`src/rtl/anim_sequencer_if.sv`:
```
`default_nettype none
// +--------------------------------------------------------------------------+
// | anim_sequencer_if                                                        |
// | Frame timing, host config handshake and renderer outputs of the          |
// | animation sequencer.                                                     |
// | Revision: 1.0                                                            |
// +--------------------------------------------------------------------------+
interface anim_sequencer_if #(
    parameter int SEL_BITS    = 1,
    parameter int SCROLL_BITS = 6
);
    logic                   frame_start;
    logic                   cfg_valid;
    logic                   cfg_ready;
    logic [1:0]             cfg_addr;
    logic [7:0]             cfg_data;
    logic [SEL_BITS-1:0]    frame_sel;
    logic [SCROLL_BITS-1:0] scroll_x;
    logic                   anim_tick;
    logic                   running;

    modport master (
        output frame_start, cfg_valid, cfg_addr, cfg_data,
        input  cfg_ready, frame_sel, scroll_x, anim_tick, running
    );

    modport slave (
        input  frame_start, cfg_valid, cfg_addr, cfg_data,
        output cfg_ready, frame_sel, scroll_x, anim_tick, running
    );
endinterface
`default_nettype wire

```
`src/rtl/anim_sequencer.sv`:
```
`default_nettype none
// +--------------------------------------------------------------------------+
// | anim_sequencer                                                           |
// | Per-frame animation step / horizontal scroll controller with a one-entry |
// | config buffer that is only applied at frame boundaries.                  |
// | Revision: 1.0                                                            |
// +--------------------------------------------------------------------------+
module anim_sequencer #(
    parameter int NUM_FRAMES   = 2,
    parameter int SEL_BITS     = 1,
    parameter int HOLD_BITS    = 5,
    parameter int DEFAULT_HOLD = 16,
    parameter int SCROLL_BITS  = 6
) (
    input  logic clk,
    input  logic rst,
    anim_sequencer_if.slave bus
);

    typedef enum logic [1:0] {
        ST_RUN  = 2'd0,
        ST_STOP = 2'd1,
        ST_STEP = 2'd2
    } state_t;

    localparam logic [1:0]             ADDR_HOLD  = 2'd0;
    localparam logic [1:0]             ADDR_STEP  = 2'd1;
    localparam logic [1:0]             ADDR_CTRL  = 2'd2;
    localparam logic [SEL_BITS-1:0]    LAST_SEL   = SEL_BITS'(NUM_FRAMES - 1);
    localparam logic [SEL_BITS-1:0]    SEL_ONE    = SEL_BITS'(1);
    localparam logic [HOLD_BITS-1:0]   HOLD_ONE   = HOLD_BITS'(1);
    localparam logic [HOLD_BITS-1:0]   HOLD_RST   = HOLD_BITS'(DEFAULT_HOLD);
    localparam logic [SCROLL_BITS-1:0] STEP_RST   = SCROLL_BITS'(1);

    state_t                 state_q, state_d;
    logic [HOLD_BITS-1:0]   hold_q, hold_d;
    logic [HOLD_BITS-1:0]   hold_cnt_q, hold_cnt_d;
    logic [SCROLL_BITS-1:0] step_q, step_d;
    logic [SEL_BITS-1:0]    frame_sel_q, frame_sel_d;
    logic [SCROLL_BITS-1:0] scroll_x_q, scroll_x_d;
    logic                   anim_tick_q, anim_tick_d;
    logic                   pend_valid_q, pend_valid_d;
    logic [1:0]             pend_addr_q, pend_addr_d;
    logic [7:0]             pend_data_q, pend_data_d;

    logic                   advance;
    logic [HOLD_BITS-1:0]   hold_last;
    logic                   unused_data;

    assign unused_data   = ^pend_data_q;
    assign hold_last     = ((hold_q == '0) ? HOLD_ONE : hold_q) - HOLD_ONE;

    assign bus.cfg_ready = ~pend_valid_q;
    assign bus.frame_sel = frame_sel_q;
    assign bus.scroll_x  = scroll_x_q;
    assign bus.anim_tick = anim_tick_q;
    assign bus.running   = (state_q == ST_RUN);

    always_comb begin
        state_d      = state_q;
        hold_d       = hold_q;
        hold_cnt_d   = hold_cnt_q;
        step_d       = step_q;
        frame_sel_d  = frame_sel_q;
        scroll_x_d   = scroll_x_q;
        pend_valid_d = pend_valid_q;
        pend_addr_d  = pend_addr_q;
        pend_data_d  = pend_data_q;
        advance      = 1'b0;

        // The advance decision always sees the register values from before any write applied this frame.
        if (bus.frame_start) begin
            case (state_q)
                ST_RUN: begin
                    if (hold_cnt_q == hold_last) begin
                        advance    = 1'b1;
                        hold_cnt_d = '0;
                    end else begin
                        hold_cnt_d = hold_cnt_q + HOLD_ONE;
                    end
                end
                ST_STEP: begin
                    advance    = 1'b1;
                    hold_cnt_d = '0;
                    state_d    = ST_STOP;
                end
                default: ;
            endcase
        end

        if (advance) begin
            frame_sel_d = (frame_sel_q == LAST_SEL) ? '0 : frame_sel_q + SEL_ONE;
            scroll_x_d  = scroll_x_q + step_q;
        end

        if (bus.frame_start && pend_valid_q) begin
            pend_valid_d = 1'b0;
            case (pend_addr_q)
                ADDR_HOLD: begin
                    hold_d     = pend_data_q[HOLD_BITS-1:0];
                    hold_cnt_d = '0;
                end
                ADDR_STEP: step_d = pend_data_q[SCROLL_BITS-1:0];
                ADDR_CTRL: begin
                    if (pend_data_q[0])      state_d = ST_RUN;
                    else if (pend_data_q[1]) state_d = ST_STEP;
                    else                     state_d = ST_STOP;
                    // Rewind wins over a same-frame advance, including its tick.
                    if (pend_data_q[2]) begin
                        frame_sel_d = '0;
                        scroll_x_d  = '0;
                        hold_cnt_d  = '0;
                        advance     = 1'b0;
                    end
                end
                default: ;
            endcase
        end

        anim_tick_d = advance;

        if (bus.cfg_valid && !pend_valid_q) begin
            pend_valid_d = 1'b1;
            pend_addr_d  = bus.cfg_addr;
            pend_data_d  = bus.cfg_data;
        end
    end

    always_ff @(posedge clk) begin
        if (rst) begin
            state_q      <= ST_RUN;
            hold_q       <= HOLD_RST;
            hold_cnt_q   <= '0;
            step_q       <= STEP_RST;
            frame_sel_q  <= '0;
            scroll_x_q   <= '0;
            anim_tick_q  <= 1'b0;
            pend_valid_q <= 1'b0;
            pend_addr_q  <= '0;
            pend_data_q  <= '0;
        end else begin
            state_q      <= state_d;
            hold_q       <= hold_d;
            hold_cnt_q   <= hold_cnt_d;
            step_q       <= step_d;
            frame_sel_q  <= frame_sel_d;
            scroll_x_q   <= scroll_x_d;
            anim_tick_q  <= anim_tick_d;
            pend_valid_q <= pend_valid_d;
            pend_addr_q  <= pend_addr_d;
            pend_data_q  <= pend_data_d;
        end
    end

endmodule
`default_nettype wire

```
`src/flat_wrapper.sv`:
```
// flat-port wrapper written by rule: the top's interface ports become plain ports
module anim_sequencer_flat 
#(
    parameter int NUM_FRAMES   = 2,
    parameter int SEL_BITS     = 1,
    parameter int HOLD_BITS    = 5,
    parameter int DEFAULT_HOLD = 16,
    parameter int SCROLL_BITS  = 6
)
  (clk, rst, bus_frame_start, bus_cfg_valid, bus_cfg_addr, bus_cfg_data, bus_cfg_ready, bus_frame_sel, bus_scroll_x, bus_anim_tick, bus_running);
  anim_sequencer_if #(.SEL_BITS(SEL_BITS), .SCROLL_BITS(SCROLL_BITS)) bus_i ();
  input  logic clk;
  input  logic rst;
  input wire logic [$bits(bus_i.frame_start)-1:0] bus_frame_start;
  input wire logic [$bits(bus_i.cfg_valid)-1:0] bus_cfg_valid;
  input wire logic [$bits(bus_i.cfg_addr)-1:0] bus_cfg_addr;
  input wire logic [$bits(bus_i.cfg_data)-1:0] bus_cfg_data;
  output wire logic [$bits(bus_i.cfg_ready)-1:0] bus_cfg_ready;
  output wire logic [$bits(bus_i.frame_sel)-1:0] bus_frame_sel;
  output wire logic [$bits(bus_i.scroll_x)-1:0] bus_scroll_x;
  output wire logic [$bits(bus_i.anim_tick)-1:0] bus_anim_tick;
  output wire logic [$bits(bus_i.running)-1:0] bus_running;
  assign bus_i.frame_start = bus_frame_start;
  assign bus_i.cfg_valid = bus_cfg_valid;
  assign bus_i.cfg_addr = bus_cfg_addr;
  assign bus_i.cfg_data = bus_cfg_data;
  assign bus_cfg_ready = bus_i.cfg_ready;
  assign bus_frame_sel = bus_i.frame_sel;
  assign bus_scroll_x = bus_i.scroll_x;
  assign bus_anim_tick = bus_i.anim_tick;
  assign bus_running = bus_i.running;
  anim_sequencer #(.NUM_FRAMES(NUM_FRAMES), .SEL_BITS(SEL_BITS), .HOLD_BITS(HOLD_BITS), .DEFAULT_HOLD(DEFAULT_HOLD), .SCROLL_BITS(SCROLL_BITS)) u_core (.clk(clk), .rst(rst), .bus(bus_i));
endmodule
```
`config.mk`:
```
export PLATFORM = sky130hd
export DESIGN_NAME = anim_sequencer_flat
export DESIGN_NICKNAME = d
export VERILOG_FILES = /design/src/rtl/anim_sequencer_if.sv /design/src/rtl/anim_sequencer.sv /design/src/flat_wrapper.sv
export SDC_FILE = /design/constraint.sdc
export NUM_CORES = 1
export LEC_CHECK = 0
export ABC_AREA = 1
export BUFFER_PORTS_ARGS = -buffer_cell sky130_fd_sc_hd__buf_2
export CORE_MARGIN = 2
export CORE_UTILIZATION = 50
export CTS_BUF_LIST = sky130_fd_sc_hd__clkbuf_8
export DETAILED_ROUTE_END_ITERATION = 7
export PLACE_DENSITY_LB_ADDON = 0.25
export SLEW_MARGIN = 20
export SYNTH_ARGS = -nofsm -noshare
export SYNTH_HDL_FRONTEND = slang
export SYNTH_SLANG_ARGS = --single-unit
export TNS_END_PERCENT = 30
```
`constraint.sdc`:
```
create_clock -name clk -period 2.4 [get_ports clk]
set_input_delay 0.48 -clock clk [delete_from_list [all_inputs] [get_ports clk]]
set_output_delay 0.48 -clock clk [all_outputs]
set_load 0.05 [all_outputs]
```
# Word-level counts from Yosys, hierarchy flattened
# Cells that the tools add are included.
[op_classes] n_eq_ne=4 addsub=4 n_reduce_logical=9 bitwise=1 muxes=30
[op_table] cell="two-way mux 5 bit" n=5
[op_table] cell="two-way mux 6 bit" n=4
[op_table] cell="one-hot mux 5 bit (2 select lines)" n=2
[op_table] cell="two-way mux 1 bit" n=12
[op_table] cell="two-way mux 2 bit" n=6
[op_table] cell="adder 6 bit" n=1
[op_table] cell="adder 5 x 1 -> 5 bit (second input constant)" n=1
[op_table] cell="== test 5 bit" n=1
[op_table] cell="zero test 5 bit" n=1
[op_table] cell="subtractor 5 x 1 -> 5 bit (second input constant)" n=1
[op_table] cell="== test 2 bit (second input constant)" n=2
[op_table] cell="zero test 2 bit" n=2
[op_table] cell="AND reduction 2 bit" n=2
[op_table] cell="== test 2 x 1 -> 1 bit (second input constant)" n=1
[op_table] cell="logical AND 1 bit" n=2
[op_table] cell="one-hot mux 1 bit (2 select lines)" n=1
[op_table] cell="nonzero test 2 bit" n=1
[op_table] cell="adder 1 bit (second input constant)" n=1
[op_table] cell="zero test 1 bit" n=1
[op_table] cell="inverter 1 bit" n=1
[totals] input_bits=14 out_inout_bits=10 reg_bits=35

# Logic depth before layout (Yosys ltp)
[depth] depth_word=11 ltp_mapped=17

# Worst setup path before layout
# OpenSTA, ideal clock, no wires.
[synth_path] path_type="register -> register" start="reg u_core.hold_q[0]" end="reg u_core.scroll_x_q[1], in the netlist u_core.bus.scroll_x[1]" stages_incl_launch_ff=15 synth_period_minus_slack_ns=1.874 n_path_buf=1 setup_ns=0.117 path_slack_ns=0.526 arrival_time_ns=1.757 path_cell_list="dfxtp_1 -> nor2_1 -> nand3_1 -> nand2_1 -> inv_1 -> ha_1 -> xor2_1 -> o21ai_0 -> nor2_1 -> nand3_2 -> nand2_2 -> buf_6 -> nand3b_1 -> nand2_1 -> nor2_1"
[synth_between] elab_chain_len=11
[synth_rtl] element="from (decl)" line="anim_sequencer.sv:36" source="logic [HOLD_BITS-1:0] hold_q, hold_d;"
[synth_rtl] element="from (signal assigned)" line="anim_sequencer.sv:143" source="hold_q <= hold_d;"
[synth_rtl] element="zero test 5 bit" line="anim_sequencer.sv:51" source="assign hold_last = ((hold_q == '0) ? HOLD_ONE : hold_q) - HOLD_ONE;"
[synth_rtl] element="two-way mux 5 bit *" line="anim_sequencer.sv:51"
[synth_rtl] element="subtractor 5 x 1 -> 5 bit *" line="anim_sequencer.sv:51"
[synth_rtl] element="== test 5 bit *" line="anim_sequencer.sv:75" source="if (hold_cnt_q == hold_last) begin"
[synth_rtl] element="two-way mux 1 bit *" line="anim_sequencer.sv:75"
[synth_rtl] element="one-hot mux 1 bit (2 select lines) *" line="anim_sequencer.sv:73" source="case (state_q)"
[synth_rtl] element="two-way mux 1 bit *" line="anim_sequencer.sv:72" source="if (bus.frame_start) begin"
[synth_rtl] element="two-way mux 6 bit *" line="anim_sequencer.sv:91" source="if (advance) begin"
[synth_rtl] element="two-way mux 6 bit" line="anim_sequencer.sv:109" source="if (pend_data_q[2]) begin"
[synth_rtl] element="two-way mux 6 bit" line="anim_sequencer.sv:98" source="case (pend_addr_q)"
[synth_rtl] element="two-way mux 6 bit *" line="anim_sequencer.sv:96" source="if (bus.frame_start && pend_valid_q) begin"
[synth_rtl] element="to (signal assigned)" line="anim_sequencer.sv:147" source="scroll_x_q <= scroll_x_d;"
[synth_rtl] element="to (decl)" line="anim_sequencer.sv:40" source="logic [SCROLL_BITS-1:0] scroll_x_q, scroll_x_d;"
# Mark *: on every way between the ends. The rest lies on a longest branch, timed or not.
# A chain may end at the register's enable or synchronous reset.

# Worst setup path after layout
# Ends and elaborated chain as after synthesis.

==> reports/qor.yml <==
die:
  design.core.area_um2: 3340
  die_w_um: 62.9
  io_pins: 24
  start_util_pct: 52.0
  rows: 21
  die_h_um: 62.9
  die-area_um2: 3960
cells_and_area:
  antenna_cells: 0
  layout-area-overhead-vs-synth_pct: 15.5
  multi_input_area_um2: 891
  fin_cells: 315
  drive_gt1_share_pct: 13.8
  register_area_um2: 701
  fin_area_um2: 2010
  final_net_count: 290
  n_fill_cell: 328
sta:
  post-route-period-util_pct: 86.3
  setup_viol: 0
  post-route-min-period_ns: 2.07
  rsz0062_at_grt: "false"
  timing.fmax_mhz: 483
  relSlewSlack_pct: 61.4
  hold_viol: 0
  fin_ws_ns: 0.330
  worstMarginPinSlew_ns: 0.579
  final.setup_skew_ns: 0.00598
  finalMaxSlewViolations: 0
  tns_ns: 0
  holdWs_ns: 0.408
worst_setup_path:
  end_kind: "flip-flop"
  ff2ff_setup_slack_ns: 0.33
  reg2reg_depth: 14
  slowest_delay_ns: 0.31
  timing.rr.end: "u_core.bus.scroll_x[1]$_SDFF_PP0_"
  crit_slowest_cell: "dfxtp_1"
  crit_arrival_ns: 2.25
  worstReg2RegStart: "u_core.hold_q[0]$_SDFFE_PP0P_"
  cp_top_family: "simple AND/OR/NAND/NOR gates"
  cpMostUsedCell: "nor2_1"
  path_class: "flip-flop to flip-flop"
  crit_chain: "nor2_1 > nand3_1 > nand2_1 > inv_1 > ha_1 > xor2_1 > o21ai_0 > nor2_1 > nand3_2 > nand2_4 > buf_12 > nand3b_1 > nand2_1 > nor2_1"
  cp_num_buf_inv: 2
  required_ns: 2.58
  worstSetupStartpointType: "flip-flop"
  worstPathMaxFanout: 9
clock_tree:
  clk_pin_slew_ns: 0.07
  htreeDepth: 2
  root_buffer: "clkbuf_8"
  clk_path_buf_depth: 2
  cts_tree: "done"
  clk_latency_ns: 0.28
  cts.sinks: 35
  numCtsBuffers: 5
min_path:
  min_path_cells: 2
  hp-class: "input port to flip-flop"
  hold_path_end: "u_core.state_q[0]$_SDFF_PP0_"
  hold_path.startpoint: "rst"
routing:
  antenna_left: 0
  drc: 0
  wirelength_um: 3320
  wl_per_cell_um: 10.5
  drt_iter0_drc: 60
  vias: 1545
  first_pass_iters: 4
  vias_per_cell: 4.90
placement:
  placed_cells: 305
  dp_hpwl_um: 2470
  portBuffers: 21
  gp_congestion: 0.885
  placed_area_um2: 1870
  dpl_worst_slack_ns: 0.165
grt:
  antenna_found_initial: 0
  first_global_vias: 1442
  grt_use_total_pct: 19.1
  grt_overflow: 0
  grt_pass1_wl_um: 6000
  grt_max_degree: 22
logic_synthesis:
  synth_area_um2: 1740
  avgSynthCellArea_um2: 7.18
  syn_nets: 264
  yosys_warnings: 0
  synth-seq-cells: 35
  synth_cell_types: 24
  yosysSeqAreaShare_pct: 40.3
  synthesis.instances: 242
pwr:
  power_density_nw_per_um2: 612
  p_seq_share_pct: 50.9
  netSwitchingFraction_pct: 25.4
  switching_power_uw: 311
  clock_power_share_pct: 37.0
  ir_drop_mv: 0.397
  combPwrFrac_pct: 12.1
  intPower_uw: 916
  p_leak_uw: 0.000976
outcome:
  status: "finished clean"
flow_run:
  maxCapViolCount: 0
[cell type report]
cell class	instances	area share, %
Multi-Input combinational cell	171	44.4
Tap cell	46	2.87
Sequential cell	35	34.9
Clock inverter	1	0.187
Clock buffer	7	4.80
Timing Repair Buffer	24	6.99
Inverter	31	5.80
[layout by cell type (no fill, tap or decap)]
cell type	count
a21o_1	1
a21oi_1	25
a31oi_1	1
buf_12	1
buf_2	21
buf_4	2
clkbuf_8	7
dfxtp_1	35
fa_1	1
ha_1	7
inv_1	31
inv_2	1
nand2_1	44
nand2_2	1
nand2_4	1
nand3_1	20
nand3_2	1
nand3b_1	2
nand4_1	5
nor2_1	30
nor2_2	1
o211ai_1	2
o21ai_0	21
o21bai_1	1
or2_2	1
xnor2_1	3
xor2_1	3
[layer usage]
metal | global-route usage, % | up-vias | routed length (um)
met5 | 0 | - | 0
met4 | 6.67 | 0 | 23
met3 | 6.13 | 2 | 121
met2 | 30.7 | 30 | 1410
met1 | 24.0 | 670 | 1760
li1 | - | 843 | -
[through the flow]
step | util, % | power, uW
2_1_floorplan | - | 749
3_3_place_gp | 56.1 | 783
3_5_place_dp | 56.1 | 784
4_1_cts | 59.1 | 1240
5_1_grt | 60.1 | 1300
6_report | 60.1 | 1230
[worst register-to-register path: stages (launching register included)]
cell	delay, ns
dfxtp_1	0.31
nor2_1	0.17
nand3_1	0.12
nand2_1	0.09
inv_1	0.04
ha_1	0.29
xor2_1	0.12
o21ai_0	0.09
nor2_1	0.15
nand3_2	0.14
nand2_4	0.13
buf_12	0.12
nand3b_1	0.07
nand2_1	0.06
nor2_1	0.04
[power by group through the flow]
stage / sequential (uW) / combinational [uW] / clock (uW)
2_1_floorplan: 635 / 115 / 0
3_3_place_gp: 637 / 146 / 0
3_5_place_dp: 638 / 147 / 0
4_1_cts: 624 / 148 / 472
5_1_grt: 627 / 176 / 496
6_report: 625 / 149 / 454
[Yosys cell counts, drive strengths merged]
cell type  instances  area (um^2)
xor2               3         26.3
buf                2         22.5
fa                 1         20.0
inv               31          116
o211ai             2         15.0
clkbuf             3         11.3
o21bai             1         7.51
nor2              31          119
o21ai             21          105
nand4              5         31.3
a21o               1         7.51
or2                1         6.26
nand3             21          110
nand3b             2         15.0
nand2             46          178
dfxtp             35          701
a31oi              1         6.26
ha                 7         87.6
xnor2              3         26.3
a21oi             25          125
[how the worst max path moves through the flow]
| stage | start | endpoint | slack (ns) | depth (start not counted) |
|---|---|---|---|---|
| floorplan | u_core.hold_q[0]$_SDFFE_PP0P_ | u_core.bus.scroll_x[1]$_SDFF_PP0_ | 0.53 | 14 |
| detailed placement | u_core.hold_q[0]$_SDFFE_PP0P_ | u_core.bus.scroll_x[0]$_SDFF_PP0_ | 0.17 | 14 |
| global route | u_core.hold_q[0]$_SDFFE_PP0P_ | u_core.bus.scroll_x[4]$_SDFF_PP0_ | 0.01 | 14 |
| CTS | u_core.hold_q[0]$_SDFFE_PP0P_ | u_core.bus.scroll_x[0]$_SDFF_PP0_ | 0.14 | 14 |
| finish | u_core.hold_q[0]$_SDFFE_PP0P_ | u_core.bus.scroll_x[1]$_SDFF_PP0_ | 0.33 | 14 |
| global placement | u_core.hold_q[0]$_SDFFE_PP0P_ | u_core.bus.scroll_x[0]$_SDFF_PP0_ | 0.15 | 14 |
[flip-flops by register name, summed over array words and instances (netlist names)]
signal	flops
u_core.pend_data_q	6
u_core.state_q	2
u_core.hold_q	5
u_core.pend_addr_q	2
u_core.bus.anim_tick	1
u_core.hold_cnt_q	5
u_core.pend_valid_q	1
u_core.bus.scroll_x	6
u_core.step_q	6
u_core.bus.frame_sel	1
[repair_timing]
| action | in CTS | in global routing |
|---|---|---|
| gates resized for setup | 0 | 1 |
| buffers inserted | 0 | 2 |
| hold buffers | 0 | 0 |
| setup endpoints to repair | 0 | 8 |
[logic make-up after synthesis]
kind of cell | share of synthesized area [%]
simple gates | 26.4
compound gates | 15.3
buf+inv | 8.65
flops | 40.3
fa+ha+maj | 6.20
xor+xnor | 3.03
(Power assumes the default switching activity.)
